## config.mk

```make
export PLATFORM = sky130hd
export DESIGN_NAME = demux2_stream
export DESIGN_NICKNAME = d
export VERILOG_FILES = /design/src/rtl/demux2_stream.sv
export SDC_FILE = /design/constraint.sdc
export NUM_CORES = 1
export LEC_CHECK = 0
export ABC_AREA = 0
export CAP_MARGIN = 25
export CELL_PAD_IN_SITES_DETAIL_PLACEMENT = 2
export CELL_PAD_IN_SITES_GLOBAL_PLACEMENT = 2
export CORE_ASPECT_RATIO = 1.25
export CORE_MARGIN = 3
export CORE_UTILIZATION = 26
export CTS_CLUSTER_SIZE = 12
export DETAILED_ROUTE_END_ITERATION = 12
export PLACE_DENSITY_LB_ADDON = 0.1
export SYNTH_ARGS = -nofsm -noshare
export SYNTH_HDL_FRONTEND = slang
export SYNTH_SLANG_ARGS = --single-unit
```

## constraint.sdc

```tcl
create_clock -name clk_i -period 1.9 [get_ports clk_i]
set_clock_uncertainty 0.1 [all_clocks]
set_input_delay 0.38 -clock clk_i [delete_from_list [all_inputs] [get_ports clk_i]]
set_output_delay 0.38 -clock clk_i [all_outputs]
set_load 0.01 [all_outputs]
```

## src/rtl/demux2_stream.sv

```systemverilog
// 1-to-2 stream demultiplexer: sel_i steers each accepted beat into a
// single-entry output register (A or B), with per-port handshake counters.
module demux2_stream #(
  parameter int DATA_WIDTH = 20,
  parameter int CNT_WIDTH  = 8
) (
  input  logic                  clk_i,
  input  logic                  rst_i,
  input  logic [DATA_WIDTH-1:0] data_i,
  input  logic                  valid_i,
  input  logic                  sel_i,
  output logic                  ready_o,
  output logic [DATA_WIDTH-1:0] a_data_o,
  output logic                  a_valid_o,
  input  logic                  a_ready_i,
  output logic [DATA_WIDTH-1:0] b_data_o,
  output logic                  b_valid_o,
  input  logic                  b_ready_i,
  output logic [CNT_WIDTH-1:0]  a_cnt_o,
  output logic [CNT_WIDTH-1:0]  b_cnt_o
);

  // Index 0 is port A (sel_i=1), index 1 is port B (sel_i=0).
  logic [DATA_WIDTH-1:0] r_data [2];
  logic [1:0]            r_valid;
  logic [CNT_WIDTH-1:0]  r_cnt  [2];

  logic [1:0] w_out_ready;
  logic [1:0] w_route;
  logic [1:0] w_slot_free;
  logic [1:0] w_load;
  logic [1:0] w_hs;

  assign w_out_ready = {b_ready_i, a_ready_i};
  assign w_route     = {~sel_i, sel_i};

  genvar gi;
  generate
    for (gi = 0; gi < 2; gi++) begin : g_port
      assign w_hs[gi]        = r_valid[gi] & w_out_ready[gi];
      // A slot can take a new beat if empty or being drained this cycle.
      assign w_slot_free[gi] = ~r_valid[gi] | w_out_ready[gi];
      assign w_load[gi]      = valid_i & w_route[gi] & w_slot_free[gi];

      always_ff @(posedge clk_i) begin
        if (rst_i) begin
          r_data[gi]  <= '0;
          r_valid[gi] <= 1'b0;
          r_cnt[gi]   <= '0;
        end else begin
          if (w_load[gi]) begin
            r_data[gi]  <= data_i;
            r_valid[gi] <= 1'b1;
          end else if (w_hs[gi]) begin
            r_valid[gi] <= 1'b0;
          end
          if (w_hs[gi]) begin
            r_cnt[gi] <= r_cnt[gi] + CNT_WIDTH'(1);
          end
        end
      end
    end
  endgenerate

  assign ready_o   = sel_i ? w_slot_free[0] : w_slot_free[1];

  assign a_data_o  = r_data[0];
  assign a_valid_o = r_valid[0];
  assign a_cnt_o   = r_cnt[0];
  assign b_data_o  = r_data[1];
  assign b_valid_o = r_valid[1];
  assign b_cnt_o   = r_cnt[1];

endmodule

```

[Word level (Yosys, flattened, before mapping)]
Memories as Yosys holds them, arrays and structs flattened.
Index checks and enable logic that the tools add are counted.
Cells by class
  reduce and logical (&&, ||, !) cells: 2
  bitwise logic cells: 15
  magnitude comparators: 0
  multiplexer cells: 23
  multiply operators: 0
  equal/unequal tests: 0
  add/sub/neg operators: 2
  shifts and indexed selects: 0
  div/mod/pow operators: 0
Operators by type and width (count)
  $mux 20: 2
  $mux 1: 19
  $add 8x1->8 const B: 2
  $mux 8: 2
  $and 1x1->1: 6
  $or 1x1->1: 6
  $reduce_bool 2->1: 2
  $not 1->1: 3
Storage, ports and cells
  bits in writable memories: 56
  register bits: 2
  memories: 2
  latch bits: 0
  bits of input ports: 26
  memory bits (read-only): 0
  output and inout bits: 59
  word-level logic and storage cells: 46
Memories
  r_data: words 2, width 20, rd ports 2, clocked after Yosys merged registers in 0, write ports 2, RTL line 24  | logic [DATA_WIDTH-1:0] r_data [2];
  r_cnt: words 2, width 8, rd ports 2, clocked after Yosys merged registers in 0, write ports 2, RTL line 26  | logic [CNT_WIDTH-1:0] r_cnt [2];

[Longest topological paths before layout]
  depth in word-level cells: 7
  depth in mapped cells: 4

[Least setup slack after synthesis]
Ideal clock, no wire load.
  path kind: input-to-reg
  start point: input sel_i
  end point: memory r_data[1][0] (enable)
  setup slack: -123 ps
  library setup time: 401 ps
  arrival time: 1522 ps
  required time: 1399 ps
  stages: 2
  cell sequence: nand2b_1 -> o21bai_1
RTL lines
  start, declared: RTL line 11  | input logic sel_i,
  end, declared: RTL line 24

==> flow_metrics.env <==
export IMPL_crit_buf_inv=1
export IMPL_yosysMostFrequentCell="edfxtp_1"
export IMPL_synth_seq_cells=58
export IMPL_dpl_cell_area_um2=3540
export IMPL_grt_antenna_before_repair=0
export IMPL_synth_cells_most_frequent="56 x edfxtp_1, 42 x and2_1, 12 x nor2_1"
export IMPL_hp_start="b_valid_o"
export IMPL_cap_violations=0
export IMPL_drive_above_1_share_pct=14.7
export IMPL_multi_input_area_um2=681
export IMPL_fin_nets=308
export IMPL_p_total_w=0.00304
export IMPL_setup_tns_ns=0
export IMPL_synth_yosys_seq_area_share_pct=71.2
export IMPL_synth_edf_count=56
export IMPL_gp_congestion=0.707
export IMPL_die_height_um=114
export IMPL_yosys_cell_types_count=22
export IMPL_ioPinCount=85
export IMPL_wl_met3_um=499
export IMPL_critPathMaxStageDelay_ns=0.57
export IMPL_h_tree_depth=3
export IMPL_diodes=0
export IMPL_rows=38
export IMPL_syn_area_um2=2420
export IMPL_coreArea_um2=8890
export IMPL_via_count=1742
export IMPL_fill_cells=919
export IMPL_area_growth_syn_to_layout_pct=55.5
export IMPL_grtUsageTotal_pct=13.1
export IMPL_maxSlewViolCount=0
export IMPL_cts_tree="done"
export IMPL_synth_area_top_cells="edfxtp_1 70%, and2_1 11%, nor2_1 1.9%, dfxtp_1 1.7%, or3_1 1.6%"
export IMPL_drtAntennaViolNets=0
export IMPL_ys_warn_count=0
export IMPL_hold_violations=0
export IMPL_setup_viol=0
export IMPL_drt_iter0_markers=48
export IMPL_cellLeakagePower_nw=1.35
export IMPL_synth_async_reset_ratio_pct=0
export IMPL_cts_buffers=9
export IMPL_wl_per_cell_um=15.9
export IMPL_tightest_slew_ns=0.303
export IMPL_min_path_cells=2
export IMPL_synth_area_per_cell_um2=13.8
export IMPL_top_layer="met4"
export IMPL_final_cells=405
export IMPL_p_per_area_nw_per_um2=807
export IMPL_min_period_ns=1.83
export IMPL_finalWirelength_mm=6.42
export IMPL_fmax_mhz=546
export IMPL_worstPathMaxFanout=5
export IMPL_dr_wl_met2_mm=3.39
export IMPL_status="finished, final reports clean"
export IMPL_synth_top_cell_by_area="edfxtp_1"
export IMPL_hpwl_mm=4.61
export IMPL_grt_pass1_wl_mm=10.5
export IMPL_seq_area_um2=1720
export IMPL_critPathKind="reg2out"
export IMPL_drc=0
export IMPL_cp_required_ns=1.42
export IMPL_synth_top_area_share_pct=69.5
export IMPL_cts_buffer_depth=2
export IMPL_clock_sinks=58
export IMPL_firstDrtPassIters=2
export IMPL_die_area_um2=10500
export IMPL_ff2ff_path_depth=4
export IMPL_startpoint="r_cnt[1][2]"
export IMPL_crit_chain="clkdlybuf4s50_1"
export IMPL_met1Wirelength_mm=2.39
export IMPL_max_vdd_ir_drop_v=0.000434
export IMPL_die_w_um=92.3
export IMPL_synthFlopType="edfxtp_1"
export IMPL_avgViaCountPerCell=4.30
export IMPL_grt_pass1_vias=1972
export IMPL_dp_cells=385
export IMPL_synthCells=175
export IMPL_relSlewSlack_pct=79.8
export IMPL_cp_end_kind="output pin"
export IMPL_clkTransAtPathRegs_ns=0.07
export IMPL_crit_cells=1
export IMPL_grt_ovfl_total=0
export IMPL_rsz0062_at_grt="no"
export IMPL_grt_max_degree=21
export IMPL_r2r_start="r_cnt[1][0]"
export IMPL_synth_nets=203
export IMPL_fin_area_um2=3760
export IMPL_fin_crit_sh_pct=96.4
export IMPL_cp_arrival_ns=1.35
export IMPL_root_buffer="clkbuf_8"
export IMPL_cts_hold_buf=0
export IMPL_initial_core_util_pct=27.2
export IMPL_hold_path_class="reg2reg"
export IMPL_cp_start_kind="flip-flop"
export IMPL_slowest_stage="clkdlybuf4s50_1"
export IMPL_cp_top_family="buffers and inverters"
export IMPL_worstSkewPairLatency_ns=0.33
export IMPL_port_buffers=84
-- cells in the final DEF, fill, tap and decap left out --
master	synthesis	layout
or2_1	2	2
nand3_2	2	2
clkinv_2	0	1
nand2b_1	4	4
nor2b_1	2	2
ha_1	2	2
xnor2_1	2	2
o21ai_0	6	6
nor2_1	12	12
a21oi_1	6	6
bufinv_16	0	1
nand2_1	7	7
clkbuf_2	0	1
edfxtp_1	56	56
buf_12	0	4
clkinvlp_4	0	3
nand3_1	4	4
buf_4	0	13
clkinv_1	0	1
clkinv_4	0	1
clkbuf_8	0	9
xor2_1	4	4
o21bai_2	0	2
clkdlybuf4s50_1	0	83
dfxtp_1	2	2
a21oi_2	3	3
and2_1	42	42
nor3_2	0	2
or3_1	6	6
nand4_1	2	2
-- metal layers --
layer / global-route usage [%] / up-vias
li1: - / 827
met1: 13.4 / 852
met2: 23.2 / 52
met3: 4.88 / 11
met4: 6.74 / 0
met5: 0 / -
-- registers in the layout, summed over array words and instances (netlist names) --
name and count:
r_data 40, r_cnt 16, a_valid_o 1, b_valid_o 1
-- power breakdown --
| group | switching [W] | leakage (nW) | internal [W] |
|---|---|---|---|
| clock | 0.000518 | 0.0889 | 0.000600 |
| combinational | 0.000167 | 0.653 | 0.000231 |
| sequential | 0.0000350 | 0.607 | 0.00148 |
| total | 0.000720 | 1.35 | 0.00232 |
-- path summary, 6_finish.rpt --
check / endpoint / slack [ns]
worst max register to register: r_cnt[1][6] / 0.43
worst min register to register: b_valid_o / 0.46
worst max-delay path: b_cnt_o[2] / 0.07
worst min-delay path: b_valid_o / 0.46
-- logic make-up (layout without fill, tap and decap cells) --
| kind of cell | count (synthesis) | after routing | share of synthesized area (%) |
|---|---|---|---|
| AND/OR/NAND/NOR | 85 | 85 | 20.0 |
| flip-flops | 58 | 58 | 71.2 |
| AO/OA/AOI/OAI | 17 | 17 | 4.19 |
| buffers and inverters | 7 | 117 | 1.40 |
| XOR/XNOR | 6 | 6 | 2.17 |
| adder cells (fa/ha/maj) | 2 | 2 | 1.03 |
-- area by class of cell --
type                       instances  share of cell area (%)
clock buffer                       9                    3.29
clock inverter                     7                    1.86
multi-input combinational        110                    18.1
sequential                        58                    45.8
tap                              120                    3.99
timing repair buffer             101                    27.0
-- timing repair --
action / 4_1_cts / 5_1_grt
cloned: 0 / 0
setup endpoints to repair: 1 / 3
buffers inserted: 0 / 4
resized for setup: 2 / 1
-- stage by stage --
stage	hold WS [ns]	util (%)	worst slack [ns]
finish	0.455	42.3	0.0690
global route	0.501	42.3	0.00821
CTS	0.467	42.0	0.0112
detailed placement	0.455	39.8	-0.285
global placement	0.458	39.8	-0.279
floorplan	0.421	-	0.290
Note: power is estimated with default switching activity, not from simulation.
